--- src/rtl/alu_pkg.sv ---
// alu_pkg: shared flag layout and saturation bounds for the ALU result path.
// Contents: FLAG_* bit indices into flags_t ({N,Z,C,V}), flags_t typedef,
// SAT_MAX_FULL/SAT_MIN_FULL bounds whose top WIDTH bits give the signed
// max/min for any WIDTH up to 64.
package alu_pkg;
    localparam int FLAG_N = 3;
    localparam int FLAG_Z = 2;
    localparam int FLAG_C = 1;
    localparam int FLAG_V = 0;
    typedef logic [3:0] flags_t;
    localparam logic [63:0] SAT_MAX_FULL = 64'h7FFF_FFFF_FFFF_FFFF;
    localparam logic [63:0] SAT_MIN_FULL = 64'h8000_0000_0000_0000;
endpackage

--- src/rtl/alu_flag_calc.sv ---
// alu_flag_calc: combinational flag generation and optional saturation.
// Ports: sum/cout from the adder-subtractor, sub (1 = a-b), a_msb/b_msb
// operand signs; result = final word, flags = {N,Z,C,V} of that word.
// Build option: ALU_SATURATE_EN clamps overflowed results to min/max.
import alu_pkg::*;
module alu_flag_calc #(
    parameter int WIDTH = 16
) (
    input  logic [WIDTH-1:0] sum,
    input  logic             cout,
    input  logic             sub,
    input  logic             a_msb,
    input  logic             b_msb,
    output logic [WIDTH-1:0] result,
    output flags_t           flags
);
    logic v;
    logic c;
    // Subtraction flips the effective sign of b, so overflow needs differing signs.
    assign v = (sub ? (a_msb != b_msb) : (a_msb == b_msb)) & (sum[WIDTH-1] != a_msb);
    // The adder reports carry; subtraction reports borrow, its inverse.
    assign c = cout ^ sub;
`ifdef ALU_SATURATE_EN
    // On overflow the true result has the sign of a, so clamp toward it.
    assign result = v ? (a_msb ? SAT_MIN_FULL[63 -: WIDTH] : SAT_MAX_FULL[63 -: WIDTH]) : sum;
`else
    assign result = sum;
`endif
    always_comb begin
        flags         = '0;
        flags[FLAG_N] = result[WIDTH-1];
        flags[FLAG_Z] = (result == '0);
        flags[FLAG_C] = c;
        flags[FLAG_V] = v;
    end
endmodule

--- src/rtl/alu_result_stage.sv ---
// alu_result_stage: 2-entry buffered result stage with flags and sticky overflow.
// Ports: clk, rst (async, active-high); in_valid/in_ready/in_sum/in_cout/in_sub/
// in_a_msb/in_b_msb upstream; out_valid/out_ready/out_result/out_flags
// downstream; clr_sticky/sticky_v overflow history.
// Build option: ALU_SATURATE_EN (forwarded to alu_flag_calc).
import alu_pkg::*;
module alu_result_stage #(
    parameter int WIDTH = 16
) (
    input  logic             clk,
    input  logic             rst,
    input  logic             in_valid,
    output logic             in_ready,
    input  logic [WIDTH-1:0] in_sum,
    input  logic             in_cout,
    input  logic             in_sub,
    input  logic             in_a_msb,
    input  logic             in_b_msb,
    output logic             out_valid,
    input  logic             out_ready,
    output logic [WIDTH-1:0] out_result,
    output flags_t           out_flags,
    input  logic             clr_sticky,
    output logic             sticky_v
);
    logic [WIDTH-1:0] res;
    flags_t           flg;
    logic [WIDTH-1:0] res_mem [2];
    flags_t           flg_mem [2];
    logic             wr_ptr;
    logic             rd_ptr;
    logic [1:0]       count;
    logic             push;
    logic             pop;

    alu_flag_calc #(.WIDTH(WIDTH)) u_calc (
        .sum    (in_sum),
        .cout   (in_cout),
        .sub    (in_sub),
        .a_msb  (in_a_msb),
        .b_msb  (in_b_msb),
        .result (res),
        .flags  (flg)
    );

    assign in_ready   = ~count[1];
    assign out_valid  = |count;
    assign push       = in_valid & in_ready;
    assign pop        = out_valid & out_ready;
    // Gating by out_valid keeps stale storage invisible after reset or drain.
    assign out_result = out_valid ? res_mem[rd_ptr] : '0;
    assign out_flags  = out_valid ? flg_mem[rd_ptr] : '0;

    always_ff @(posedge clk) begin
        if (push) begin
            res_mem[wr_ptr] <= res;
            flg_mem[wr_ptr] <= flg;
        end
    end

    always_ff @(posedge clk or posedge rst) begin
        if (rst) begin
            wr_ptr   <= 1'b0;
            rd_ptr   <= 1'b0;
            count    <= 2'd0;
            sticky_v <= 1'b0;
        end else begin
            wr_ptr   <= wr_ptr ^ push;
            rd_ptr   <= rd_ptr ^ pop;
            count    <= count + 2'(push) - 2'(pop);
            // A new overflow outranks a same-cycle clear.
            sticky_v <= (push & flg[FLAG_V]) | (sticky_v & ~clr_sticky);
        end
    end
endmodule

--- config.mk ---
export PLATFORM = sky130hd
export DESIGN_NAME = alu_result_stage
export DESIGN_NICKNAME = d
export VERILOG_FILES = /design/src/rtl/alu_pkg.sv /design/src/rtl/alu_flag_calc.sv /design/src/rtl/alu_result_stage.sv
export SDC_FILE = /design/constraint.sdc
export NUM_CORES = 1
export LEC_CHECK = 0
export ABC_AREA = 1
export BUFFER_PORTS_ARGS = -buffer_cell sky130_fd_sc_hd__buf_2
export CAP_MARGIN = 20
export CELL_PAD_IN_SITES_DETAIL_PLACEMENT = 0
export CELL_PAD_IN_SITES_GLOBAL_PLACEMENT = 1
export CORE_MARGIN = 2
export CORE_UTILIZATION = 36
export CTS_CLUSTER_SIZE = 40
export DETAILED_ROUTE_END_ITERATION = 12
export MAX_ROUTING_LAYER = met4
export PLACE_DENSITY_LB_ADDON = 0.12
export SLEW_MARGIN = 20
export SYNTH_ARGS = -nofsm -noshare
export SYNTH_HDL_FRONTEND = slang
export SYNTH_SLANG_ARGS = --single-unit
--- constraint.sdc ---
create_clock -name clk -period 1.9 [get_ports clk]
set_input_delay 0.19 -clock clk [delete_from_list [all_inputs] [get_ports clk]]
set_output_delay 0.19 -clock clk [all_outputs]
set_load 0.01 [all_outputs]
==> impl_metrics.ini <==
[logic_synthesis]
synth.area.top_cells = edfxtp_1 (62%), nand2_1 (10%), dfrtp_1 (6.8%)
synth-seq-area-share = 0.684
synth.distinct_cells = 19
synth_common_cells = nand2_1 (50), edfxtp_1 (38), inv_1 (13), nor2_1 (11), a21oi_2 (10)
async_flop_share = 0.116
synth_edf_count = 38
synth_top_cell_area_share = 0.616
synth-main-ff-cell = edfxtp_1
synth-seq-cells = 43
yosys_warnings = 0
yosysTopAreaCell = edfxtp_1
synth_area_per_cell_um2 = 11.7
syn_area_mm2 = 0.00185
synthCells = 158
synth_most_common_cell = nand2_1
syn_nets = 185

[power]
powerDensity_mw_per_mm2 = 1440
p_leak_uw = 0.000981
peakVddDrop_mv = 0.724
report.power.total_uw = 3280

[timing]
clock_skew_ns = 0.00272
maxSlewViolCount = 0
final-hold-violation-count = 0
post-route-min-period_ns = 1.69
setup_viol = 0
slew-limit-headroom = 0.787
fmax_ghz = 0.590
tns_ns = 0
finalCritPeriodShare = 0.892
hold_ws_ns = 0.103
rsz0062_at_grt = false
tightestPinTransition_ns = 0.320

[clocking]
cts_root_buffer = clkbuf_8
clkLatencyLatePin_ns = 0.29
clkTransAtPathRegs_ns = 0.08
cts_sinks = 43
cts_buffers = 5
cts_buffer_depth = 2
cts_max_level = 2
post_cts_resized = 0
cts_tree = done

[placement]
dp_hpwl_mm = 2.64
place_area_mm2 = 0.00216
io_buffer_count = 47
place_congestion = 0.704

[detailed_routing]
wirelength_mm = 3.57
avgRoutedWirePerCell_um = 12.6
drtIter0Drc = 77
firstDrtPassIters = 4
vias = 1246
drcViolationCount = 0
ant_nets = 0
vias_per_cell = 4.39

[layout]
antenna_cells = 0
multiInputGateArea_um2 = 468
regArea_mm2 = 0.00127
fillers = 509
design_area_mm2 = 0.00228
area_growth_pct = 22.9
drive_above_1_share = 0.350
fin_util = 0.451
finalNetCount = 240

[grt]
grt_pass1_wl_mm = 5.58
grt_pass1_vias = 1242
grt_start_max_net_pins = 20
grt_overflow = 0
track_usage = 0.141
grt_antenna_before_repair = 0

[setup_path]
critPathCaptureType = output port
crit_chain = inv_1, buf_4, nand2_1, a21oi_1, buf_2
worst-path-buf-inv = 3
cpPeakStageDelay_ns = 0.38
arrival_ns = 1.50
start_kind = flip-flop
crit_path_max_fanout = 11
critPathTopFamily = buffers and inverters
worstPathRequired_ns = 1.71
cpMaxStageDelayCell = dfrtp_1
critPathKind = flip-flop to output port

[die]
core_area_mm2 = 0.00504
die_w_um = 75.7
io_pins = 48
num_rows = 26
initial_core_util = 0.367
dieArea_mm2 = 0.00573
fp.dieH_um = 75.7

[run]
maxCapViolCount = 0

[outcome]
status = complete, no violations

[hold_path]
hold_class = input port to flip-flop
## power by group
group	internal [µW]	total (µW)	leakage (µW)	switching, µW
logic	491	1320	0.000517	831
clock network	330	626	0.0000505	296
registers	1270	1340	0.000414	64.4
total	2090	3280	0.000981	1190
## through the flow
stage | setup slack, ns | instances
after floorplan | 0.0397 | 158
after detailed placement | 0.494 | 275
after global routing | 0.0415 | 284
after CTS | 0.158 | 284
final | 0.206 | 284
after global placement | 0.512 | 275
## final cells by class
cell class | count | area share
flip-flops and latches | 43 | 0.556
multi-input cells | 94 | 0.206
repair buffers | 55 | 0.131
clock buffers | 7 | 0.0423
well taps | 70 | 0.0385
inverters | 14 | 0.0231
clock inverters | 1 | 0.00330
## state kept, by name, indices dropped and copies added, names as in the netlist
signal,cells
count,2
flg_mem,7
rd_ptr,1
res_mem,31
sticky_v,1
wr_ptr,1
## per-layer routing
metal | vias to the layer above | wire, µm | share of wire | global-route usage
met3 | 7 | 166 | 0.047 | 0.0423
met4 | 0 | 60 | 0.017 | 0.0585
met5 | - | 0 | 0 | -
met1 | 576 | 1580 | 0.44 | 0.161
met2 | 29 | 1760 | 0.49 | 0.233
li1 | 634 | - | - | -
## placed cells by master (no fill, tap or decap), types with 2 or more instances in the layout
cell type / Yosys / routed
nand4_1: 3 / 3
nand2_1: 50 / 50
a21oi_1: 9 / 9
buf_4: 2 / 7
ha_1: 2 / 2
nand3_1: 3 / 3
nor2_1: 11 / 10
a21oi_2: 10 / 10
nor2_2: 1 / 2
edfxtp_1: 38 / 38
buf_2: 2 / 47
clkbuf_8: 0 / 7
xor2_1: 3 / 3
dfrtp_1: 5 / 5
inv_1: 13 / 13
## cells by family after synthesis
group / share of synthesized area
AO/OA/AOI/OAI: 0.0716
XOR/XNOR: 0.0142
adder cells (fa/ha/maj): 0.0135
buffers and inverters: 0.0649
flip-flops: 0.684
AND/OR/NAND/NOR: 0.152
## worst paths after layout
path | slack (ns) | to | cells after the start | from
setup / recovery | 0.21 | out_result[2] | 5 | rd_ptr
hold / removal | 0.10 | res_mem[1][5] | 1 | in_sum[5]
setup reg to reg | 0.52 | count[1] | 7 | count[1]
hold reg to reg | 0.48 | sticky_v | 2 | sticky_v
max in group asynchronous | 1.39 | rd_ptr | 3 | rst
min in group asynchronous | 0.34 | count[0] | 3 | rst
## what timing repair did
| item | CTS | global route |
|---|---|---|
| endpoints found under the hold margin | 5 | 0 |
| endpoints found under the setup margin | 0 | 0 |
| buffers inserted | 0 | 0 |
| hold buffers | 1 | 0 |
Power figures use the tool's default switching activity.
